$ cat src/rtl/quad_decoder.sv
// rtl/quad_decoder.sv - quadrature A/B decoder with wrapping N-bit position count
// Optional index-pulse zeroing is built when QDEC_INDEX_EN is defined.
module quad_decoder #(
    parameter int N           = 4,
    parameter int SYNC_STAGES = 2
) (
    input  logic         clk,
    input  logic         rst,
    input  logic         qa,
    input  logic         qb,
    input  logic         en,
`ifdef QDEC_INDEX_EN
    input  logic         idx,
`endif
    output logic [N-1:0] count,
    output logic         dir,
    output logic         step,
    output logic         err
);

    localparam int            PW         = $clog2(SYNC_STAGES + 1);
    localparam logic [PW-1:0] PRIME_LAST = PW'(SYNC_STAGES);
    localparam logic [N-1:0]  ONE        = N'(1);

    typedef enum logic {PRIME, RUN} state_t;

    state_t                 state_q;
    logic [PW-1:0]          prime_cnt_q;
    logic [SYNC_STAGES-1:0] qa_sync_q;
    logic [SYNC_STAGES-1:0] qb_sync_q;
    logic [1:0]             prev_q;
    logic [N-1:0]           count_q;
    logic                   dir_q;
    logic                   step_q;
    logic                   err_q;

    logic [1:0]             cur;
    logic                   fwd;
    logic                   rev;
    logic                   bad;
    logic [N-1:0]           count_d;
    logic                   dir_d;
    logic                   step_d;
    logic                   err_d;

`ifdef QDEC_INDEX_EN
    logic [SYNC_STAGES-1:0] idx_sync_q;
    logic                   idx_prev_q;
    logic                   idx_rise;

    assign idx_rise = idx_sync_q[SYNC_STAGES-1] & ~idx_prev_q;
`endif

    assign cur = {qa_sync_q[SYNC_STAGES-1], qb_sync_q[SYNC_STAGES-1]};

    // Gray-code step classification, A in the high bit
    always_comb begin
        fwd = 1'b0;
        rev = 1'b0;
        bad = 1'b0;
        case ({prev_q, cur})
            4'b00_01, 4'b01_11, 4'b11_10, 4'b10_00: fwd = 1'b1;
            4'b00_10, 4'b10_11, 4'b11_01, 4'b01_00: rev = 1'b1;
            4'b00_11, 4'b11_00, 4'b01_10, 4'b10_01: bad = 1'b1;
            default: ;
        endcase
    end

    always_comb begin
        count_d = count_q;
        dir_d   = dir_q;
        step_d  = 1'b0;
        err_d   = bad;
        if (en && fwd) begin
            count_d = count_q + ONE;
            dir_d   = 1'b0;
            step_d  = 1'b1;
        end else if (en && rev) begin
            count_d = count_q - ONE;
            dir_d   = 1'b1;
            step_d  = 1'b1;
        end
`ifdef QDEC_INDEX_EN
        if (en && idx_rise) begin
            count_d = '0;
        end
`endif
    end

    always_ff @(posedge clk) begin
        if (rst) begin
            state_q     <= PRIME;
            prime_cnt_q <= '0;
            qa_sync_q   <= '0;
            qb_sync_q   <= '0;
            prev_q      <= 2'b00;
            count_q     <= '0;
            dir_q       <= 1'b0;
            step_q      <= 1'b0;
            err_q       <= 1'b0;
`ifdef QDEC_INDEX_EN
            idx_sync_q  <= '0;
            idx_prev_q  <= 1'b0;
`endif
        end else begin
            qa_sync_q <= {qa_sync_q[SYNC_STAGES-2:0], qa};
            qb_sync_q <= {qb_sync_q[SYNC_STAGES-2:0], qb};
            prev_q    <= cur;
`ifdef QDEC_INDEX_EN
            idx_sync_q <= {idx_sync_q[SYNC_STAGES-2:0], idx};
            idx_prev_q <= idx_sync_q[SYNC_STAGES-1];
`endif
            case (state_q)
                PRIME: begin
                    // wait for the synchronizer to fill before trusting prev
                    step_q <= 1'b0;
                    err_q  <= 1'b0;
                    if (prime_cnt_q == PRIME_LAST) begin
                        state_q <= RUN;
                    end else begin
                        prime_cnt_q <= prime_cnt_q + 1'b1;
                    end
                end
                RUN: begin
                    count_q <= count_d;
                    dir_q   <= dir_d;
                    step_q  <= step_d;
                    err_q   <= err_d;
                end
                default: state_q <= PRIME;
            endcase
        end
    end

    assign count = count_q;
    assign dir   = dir_q;
    assign step  = step_q;
    assign err   = err_q;

endmodule

$ cat config.mk
export PLATFORM = sky130hd
export DESIGN_NAME = quad_decoder
export DESIGN_NICKNAME = d
export VERILOG_FILES = /design/src/rtl/quad_decoder.sv
export SDC_FILE = /design/constraint.sdc
export NUM_CORES = 1
export LEC_CHECK = 0
export ABC_AREA = 1
export BUFFER_PORTS_ARGS = -buffer_cell sky130_fd_sc_hd__buf_4
export CORE_MARGIN = 2
export CORE_UTILIZATION = 47
export CTS_CLUSTER_SIZE = 28
export DETAILED_ROUTE_END_ITERATION = 12
export PLACE_DENSITY = 0.75
export SETUP_SLACK_MARGIN = 0.05
export SLEW_MARGIN = 20
export SYNTH_ARGS = -nofsm -noshare
export SYNTH_HDL_FRONTEND = slang
export SYNTH_SLANG_ARGS = --single-unit
$ cat constraint.sdc
create_clock -name clk -period 1.7 [get_ports clk]
set_input_delay 0.34 -clock clk [delete_from_list [all_inputs] [get_ports clk]]
set_output_delay 0.34 -clock clk [all_outputs]
set_load 0.1 [all_outputs]
==> results.tsv, run 1 <==
stage	metric	value	unit
clock_tree	cts_made_buffers	3	
global_routing	grt.total_usage	17.6	%
timing	worst_pin_slew	278	ps
routing	wl_per_cell	12.0	microns
timing	finClkSkew	1.36	ps
routing	num_vias	631	
timing	max_slew_margin	81.6	%
critical_path	crit_path_start_kind	flip-flop	
global_routing	grt_pass1_vias	571	
critical_path	cp-end-kind	flip-flop	
clock_tree	cts_sinks	16	
power_and_ir_drop	powerDensity	932	nW/um^2
global_routing	grt_pass1_wl	2390	microns
critical_path	worstPathMaxFanout	4	
critical_path	cp.arrival	1870	ps
global_routing	grt_max_degree	13	
placement	globalplace.congestion	0.751	
job	drv_cap	0	
placement	place_area	866	sq um
synth	synthFlopType	dfxtp_1	
timing	drv_slew	0	
placement	dp_hpwl	1050	microns
timing	clock.fmax	609	MHz
synth	yosysSeqAreaShare	43.7	%
clock_tree	cts_hold_buf	0	
layout	drive_above_1_share	49.6	%
synth	syn_nets	102	
routing	dr.pass1.iters	4	
critical_path	path_class	flip-flop to flip-flop	
timing	rsz0062_at_grt	true	
global_routing	grt.overflow.total	0	
critical_path	crit_required	1930	ps
synth	async_flop_share	0	%
clock_tree	clk_pin_slew	90	ps
layout	antenna_cells	0	
synth	netlist_instances	93	
synth	synth-seq-cells	16	
global_routing	antenna_found_initial	0	
clock_tree	root_buffer	clkbuf_4	
power_and_ir_drop	leakage	0.441	nW
synth	yosysWarnings	0	
floorplanning	num_io_pins	12	
clock_tree	cts.htree.levels	1	
floorplanning	die_h	43.5	microns
floorplanning	die_area	1890	sq um
floorplanning	start_util	49.2	%
synth	synth_cell_type_count	23	
timing	final-setup-viol-count	0	
synth	syn_avg_cell_area	7.88	sq um
routing	routed_wl	1550	microns
routing	top_layer	met4	
routing	met1_length	673	microns
layout	area_delta_synth_final	35.5	%
power_and_ir_drop	vdd.ir_drop.worst	0.707	mV
timing	period_share	96.5	%
status	status	complete, no violations	
routing	drc	0	
clock_tree	worstSkewPairLatency	290	ps
routing	viasPerCell	4.89	
layout	design_area	993	sq um
clock_tree	cts_tree	yes	
floorplanning	num_rows	14	
floorplanning	core_area	1490	sq um
routing	drtAntennaViolNets	0	
routing	wl_met2	797	microns
routing	wl_met3	28	microns
power_and_ir_drop	finalPower	0.000926	W
floorplanning	die_w	43.5	microns
timing	hold_viol_final	0	
min_path	min_path_type	input pin to flip-flop	
synth	synth-edff-count	0	
timing	fin_crit	1640	ps
timing	fin_tns_setup	0	ps
synth	synth_area	733	sq um
routing	drt_first_iter_violations	19	
placement	portBuffers	11	
clock_tree	clock_path_buffers	2	
layout	fin_nets	123	
==> metrics by stage <==
step / setup WS, ps / hold slack [ps] / instances / util, %
5_1_grt: -71.5 / 261 / 129 / 66.7
6_report: 59.1 / 239 / 129 / 66.7
4_1_cts: 64.2 / 235 / 127 / 62.1
3_3_place_gp: 65.5 / 393 / 123 / 58.2
2_1_floorplan: 17.3 / 388 / 93 / -
3_5_place_dp: -36.9 / 399 / 123 / 58.2
==> power by group <==
| group | internal [W] | total (W) | switching, W |
|---|---|---|---|
| logic | 0.0000839 | 0.000232 | 0.000148 |
| registers | 0.000412 | 0.000443 | 0.0000313 |
| clock network | 0.000131 | 0.000251 | 0.000120 |
| total | 0.000626 | 0.000926 | 0.000300 |
==> metal layers <==
layer | vias to the layer above | track usage, %
li1 | 333 | -
met1 | 284 | 22.1
met2 | 9 | 25.7
met3 | 5 | 2.92
met4 | 0 | 15.8
met5 | - | 0
==> worst max-delay path, cell delays in order, from the launching register on <==
cell	delay (ps)
dfxtp_4	370
inv_4	60
nand2_2	50
nand2_2	80
nand3_4	110
buf_4	160
fa_1	560
nand2_2	70
a21oi_2	120
==> path summary, 6_finish.rpt <==
| kind | startpoint | endpoint | slack [ps] | cells after the start |
|---|---|---|---|---|
| min | qb | qb_sync_q[0] | 240 | 3 |
| max | prev_q[0] | count[1] | 60 | 8 |
| max reg2reg | prev_q[0] | count[1] | 60 | 8 |
| min reg2reg | qa_sync_q[0] | qa_sync_q[1] | 400 | 2 |
==> state kept, by name, summed over array words and instances (netlist names) <==
name / count
qa_sync_q: 2
count: 4
dir: 1
state_q: 1
prev_q: 2
err: 1
prime_cnt_q: 2
qb_sync_q: 2
step: 1
==> what timing repair did <==
item,CTS,global route
buffers inserted,0,2
pin swaps,1,9
endpoints found under the setup margin,1,3
resized for setup,6,16
==> layout by cell type, fill, tap and decap left out, drive strengths merged <==
master	count
clkbuf	4
ha	3
o211ai	1
xor2	1
buf	17
clkinv	1
dfxtp	16
nand2	27
xnor2	1
fa	1
inv	13
nor2	12
nand4	1
nand3	4
o21ai	3
a21oi	7
a221oi	1
==> synth_stat cells, drive strengths merged, types with 3 or more instances <==
cell type	instances	area (sq um)
ha	3	37.5
inv	13	48.8
nor2	12	52.6
dfxtp	16	320
nand3	4	25.0
o21ai	3	15.0
nand2	27	121
a21oi	7	38.8
==> logic make-up (layout without fill, tap and decap cells) <==
| group | after synthesis | in the layout | share of synthesized area, % |
|---|---|---|---|
| AND/OR/NAND/NOR | 44 | 44 | 28.8 |
| flip-flops | 16 | 16 | 43.7 |
| buffers and inverters | 15 | 35 | 7.68 |
| AO/OA/AOI/OAI | 12 | 12 | 9.56 |
| adder cells (fa/ha/maj) | 4 | 4 | 7.85 |
| XOR/XNOR | 2 | 2 | 2.39 |
==> area by class of cell <==
class | instances | area (sq um)
inverter | 14 | 55.1
timing repair buffer | 17 | 128
clock buffer | 4 | 36.3
fill | 130 | 495
multi-input combinational | 62 | 418
tap | 16 | 20.0
sequential | 16 | 337
Power figures use the tool's default switching activity.
==> run 2: changes to the inputs <==
CORE_UTILIZATION = 56   (was 47)
PLACE_DENSITY = 0.83   (was 0.75)
clock period = 2 ns   (was 1.7 ns; I/O delays follow)
==> results.tsv, run 2 (synthesized netlist as in run 1, its figures left out) <==
stage	metric	value	unit	change
layout	fin_nets	117		-4.9%
status	status	complete, no violations		
timing	hold_viol_final	0		unchanged
clock_tree	clock_path_buffers	2		unchanged
layout	area_delta_synth_final	21.2	%	
power_and_ir_drop	switching_power	0.000239	W	-20%
critical_path	crit_path_start_kind	flip-flop		
global_routing	grt_pass1_vias	448		-22%
clock_tree	root_buffer	clkbuf_4		
floorplanning	die_h	40.2	microns	-7.6%
power_and_ir_drop	seqPwrFrac	49.5	%	+1.7 points
global_routing	grt_pass1_wl	1870	microns	-22%
timing	max_slew_margin	82.1	%	+0.44 points
layout	largest_reg_flops	4		unchanged
timing	fin_crit	1640	ps	+1.09 ps
timing	hold_slack	320	ps	+80.6 ps
critical_path	crit_required	2190	ps	+260 ps
critical_path	worstPathMaxFanout	4		unchanged
critical_path	path_class	flip-flop to flip-flop		
clock_tree	cts_made_buffers	3		unchanged
clock_tree	cts_tree	yes		
routing	drtAntennaViolNets	0		unchanged
clock_tree	clk_pin_slew	100	ps	about the same
clock_tree	cts_hold_buf	0		unchanged
power_and_ir_drop	leakage	0.408	nW	-7.5%
timing	finClkSkew	10.3	ps	+8.93 ps
timing	period_share	82.1	%	-14 points
clock_tree	worstSkewPairLatency	280	ps	about the same
timing	clock.fmax	609	MHz	about the same
clock_tree	cts_setup_buffers	0		unchanged
layout	fill_cells	103		-21%
floorplanning	num_io_pins	12		unchanged
placement	dp_hpwl	929	microns	-11%
power_and_ir_drop	combPwrFrac	23.2	%	-1.9 points
floorplanning	die_area	1610	sq um	-15%
power_and_ir_drop	clock_power_share	27.3	%	+0.2 points
floorplanning	num_rows	13		-1
critical_path	cp.arrival	1830	ps	-40 ps
floorplanning	start_util	57.8	%	+8.5 points
timing	rsz0062_at_grt	false		
clock_tree	cts_sinks	16		unchanged
placement	portBuffers	11		unchanged
timing	final-setup-viol-count	0		unchanged
routing	drt_first_iter_violations	8		-11
floorplanning	die_w	40.2	microns	-7.6%
power_and_ir_drop	powerDensity	859	nW/um^2	-7.8%
routing	num_vias	602		-4.6%
layout	final_cell_mix	nand2_1, dfxtp_1, nor2_1, buf_4, inv_1		
global_routing	grt.overflow.total	0		unchanged
power_and_ir_drop	vdd.ir_drop.worst	0.518	mV	-27%
power_and_ir_drop	switching_share	31.4	%	-1.0 points
placement	globalplace.congestion	0.681		-9.3%
routing	drc	0		unchanged
routing	wl_per_cell	10.2	microns	-15%
global_routing	grt_max_degree	13		unchanged
routing	routed_wl	1250	microns	-19%
min_path	min_path_type	input pin to flip-flop		
timing	fin_tns_setup	0	ps	unchanged
power_and_ir_drop	p_int	0.000524	W	-16%
clock_tree	cts.htree.levels	1		unchanged
timing	drv_slew	0		unchanged
clock_tree	cts-resized-gates	0		-6
layout	final_common_cell	nand2_1		
critical_path	cp-end-kind	flip-flop		
floorplanning	core_area	1270	sq um	-15%
layout	antenna_cells	0		unchanged
global_routing	antenna_found_initial	0		unchanged
global_routing	grt.total_usage	18.1	%	+0.50 points
job	drv_cap	0		unchanged
routing	dr.pass1.iters	4		unchanged
timing	worst_pin_slew	268	ps	-9.82 ps
routing	viasPerCell	4.93		+0.88%
layout	drive_above_1_share	32.7	%	-17 points
-- run 2: changes by cell type in the layout (fill, tap and decap cells not counted), sizes merged --
cell / change
buf: -6
-- run 2: worst paths after layout --
path	start	to	slack, ps	depth (start not counted)
min	qb	qb_sync_q[0]	320	3
max	qb_sync_q[1]	count[3]	360	14
min reg2reg	qa_sync_q[0]	qa_sync_q[1]	410	2
max reg2reg	qb_sync_q[1]	count[3]	360	14
-- run 2: worst max-delay path, stage by stage, from the launching register on --
cell     delay [ps]
dfxtp_1         350
inv_2            90
nand2_1          50
nand2_1          60
nand3_2         140
ha_4            310
nand2_1          50
inv_1            60
nand2_1          50
nand3_1          70
nand2_1          50
nand2_1          70
inv_1            50
a21oi_1         110
nor2_1           50
-- run 2: routing by layer --
layer	part of all wire (%)	global-route usage, %	wire length, microns	vias to the layer above
met5	0	0	0	-
met2	46	23.8	569	4
met1	52	26.2	644	275
li1	-	-	-	321
met3	1.8	1.67	22	2
met4	0.96	15.0	12	0
-- run 2: stage by stage --
step           worst slack (ps)  power (W)  instance area (sq um)  std cells  util (%)
3_5_place_dp                236   0.000558                    833        118      65.7
5_1_grt                     109   0.000803                    888        122      70.0
4_1_cts                     233   0.000764                    870        122      68.5
3_3_place_gp                272   0.000550                    833        118      65.7
6_report                    358   0.000763                    888        122      70.0
2_1_floorplan               180   0.000519                    736         93         -
-- run 2: final cells by class --
type | instances | area [sq um] | area share [%]
clock buffers | 4 | 36.3 | 4.08
inverters | 14 | 52.6 | 5.92
multi-input cells | 62 | 374 | 42.1
flip-flops and latches | 16 | 324 | 36.5
well taps | 15 | 18.8 | 2.11
repair buffers | 11 | 82.6 | 9.30
-- run 2: power groups by stage --
| stage | Sequential, W | Combinational, W | Clock, W |
|---|---|---|---|
| 6_report | 0.000378 | 0.000177 | 0.000208 |
| 4_1_cts | 0.000377 | 0.000175 | 0.000213 |
| 5_1_grt | 0.000382 | 0.000195 | 0.000227 |
| 3_3_place_gp | 0.000382 | 0.000169 | 0 |
| 3_5_place_dp | 0.000384 | 0.000174 | 0 |
| 2_1_floorplan | 0.000417 | 0.000102 | 0 |
==> run 3: changes to the inputs <==
CORE_UTILIZATION = 47   (was 56)
PLACE_DENSITY = 0.75   (was 0.83)
clock period = 1.5 ns   (was 2 ns; I/O delays follow)
==> results.tsv, run 3 (synthesized netlist as in run 1, its figures left out) <==
stage	metric	value	unit	change
placement	globalplace.congestion	0.765		+12%
critical_path	path_class	flip-flop to flip-flop		
routing	wl_per_cell	14.6	microns	+42%
timing	worst_pin_slew	286	ps	+17.9 ps
timing	final-setup-viol-count	3		+3
clock_tree	cts_hold_buf	0		unchanged
clock_tree	clock_path_buffers	2		unchanged
job	drv_cap	0		unchanged
timing	drv_slew	0		unchanged
placement	dp_slack	-230	ps	-467 ps
layout	drive_above_1_share	56.8	%	+24 points
routing	drc	0		unchanged
clock_tree	cts.htree.levels	1		unchanged
floorplanning	num_io_pins	12		unchanged
layout	design_area	1040	sq um	+18%
timing	max_slew_margin	81.1	%	-0.97 points
routing	dr.pass1.iters	4		unchanged
global_routing	grt_pass1_vias	678		+51%
critical_path	crit_path_start_kind	flip-flop		
floorplanning	num_rows	14		+1
layout	final_util	70.2	%	+0.15 points
global_routing	grt.total_usage	22.6	%	+4.5 points
clock_tree	clk_pin_slew	90	ps	about the same
routing	viasPerCell	5.22		+5.7%
min_path	hp-start	qb		
layout	area_delta_synth_final	42.5	%	
global_routing	grt_max_degree	13		unchanged
min_path	hold_end	qb_sync_q[0]		
routing	drt_first_iter_violations	23		+15
layout	fill_cells	128		+24%
layout	antenna_cells	0		unchanged
timing	hold_slack	203	ps	-117 ps
critical_path	r2r-start	prev_q[0]		
layout	final_common_cell	buf_4		
floorplanning	core_area	1490	sq um	+17%
timing	period_share	115	%	+33 points
min_path	min_path_type	input pin to flip-flop		
timing	setup_ws	-219	ps	-577 ps
placement	place_area	903	sq um	+8.4%
floorplanning	start_util	49.2	%	-8.5 points
global_routing	grt.overflow.total	0		unchanged
timing	fin_tns_setup	-353	ps	-353 ps
floorplanning	die_w	43.5	microns	+8.2%
timing	finClkSkew	1.07	ps	-9.23 ps
layout	final_cell_mix	buf_4, nand2_2, nor2_1		
global_routing	antenna_found_initial	0		unchanged
timing	hold_viol_final	0		unchanged
placement	dp_hpwl	1080	microns	+16%
min_path	hold_depth	3		unchanged
floorplanning	die_area	1890	sq um	+17%
clock_tree	cts_tree	yes		
status	status	finished with violations		
status	violations	setup timing		
layout	fin_nets	128		+9.4%
clock_tree	worstSkewPairLatency	290	ps	about the same
routing	num_vias	699		+16%
critical_path	worstPathMaxFanout	4		unchanged
clock_tree	cts_sinks	16		unchanged
power_and_ir_drop	powerDensity	1040	nW/um^2	+21%
clock_tree	root_buffer	clkbuf_4		
layout	largest_reg_flops	4		unchanged
clock_tree	cts_made_buffers	3		unchanged
critical_path	r2r_end	count[3]		
routing	routed_wl	1950	microns	+56%
power_and_ir_drop	vdd.ir_drop.worst	0.783	mV	+51%
critical_path	crit_required	1690	ps	-500 ps
timing	fin_crit	1720	ps	+77.5 ps
critical_path	cp-end-kind	flip-flop		
routing	drtAntennaViolNets	0		unchanged
placement	portBuffers	11		unchanged
timing	rsz0062_at_grt	true		
timing	clock.fmax	582	MHz	-4.5%
floorplanning	die_h	43.5	microns	+8.2%
power_and_ir_drop	leakage	0.471	nW	+16%
global_routing	grt_pass1_wl	3060	microns	+64%
critical_path	r2r_cells	14		unchanged
critical_path	cp.arrival	1910	ps	+80 ps
critical_path	reg2reg_slack	-220	ps	-580 ps
==> run 3: final cells by class <==
type	instances	area, sq um	area share, %
Tap cell	16	20.0	1.92
Multi-Input combinational cell	62	434	41.6
Sequential cell	16	337	32.2
Timing Repair Buffer	22	165	15.8
Inverter	14	52.6	5.03
Clock buffer	4	36.3	3.47
==> run 3: through the flow <==
step	std cells	power, W
after global routing	134	0.00113
after detailed placement	128	0.000764
final	134	0.00108
after CTS	134	0.00107
after floorplan	93	0.000692
after global placement	128	0.000748
==> run 3: how the worst max path moves through the flow <==
stage	cells past startpoint	from	slack, ps	end
after global placement	12	qb_sync_q[1]	-150	count[3]
final	14	prev_q[0]	-220	count[3]
after floorplan	11	count[2]	-180	count[3]
after global routing	14	qb_sync_q[1]	-270	count[3]
after detailed placement	12	qb_sync_q[1]	-230	count[3]
after CTS	14	prev_q[0]	-120	count[3]
==> run 3: what timing repair did <==
item	CTS	global route
pin swaps	11	5
resized for setup	18	9
setup buffers	2	0
endpoints found under the setup margin	3	3
==> run 3: layer usage <==
layer | wire [microns] | global-route usage (%) | share of wire (%)
met2 | 997 | 38.8 | 51
met3 | 64 | 2.50 | 3.3
met1 | 808 | 27.8 | 41
met4 | 81 | 11.5 | 4.1
met5 | 0 | 0 | 0
==> run 3: power breakdown <==
part           internal [W]  switching (W)  total, W  leakage [nW]
Combinational      0.000107       0.000184  0.000292         0.315
Sequential         0.000466      0.0000380  0.000504         0.135
Clock              0.000148       0.000138  0.000286        0.0210
==> run 3: critical path, stage by stage (launching register included) <==
cell	delay, ps
dfxtp_4	360
inv_2	60
nand2_2	60
nand2_2	90
nand3_4	110
ha_4	310
nand2_2	50
inv_2	80
nand2_2	50
nand3_2	60
nand2_2	50
nand2_2	70
inv_2	50
a21oi_2	140
nor2_1	60
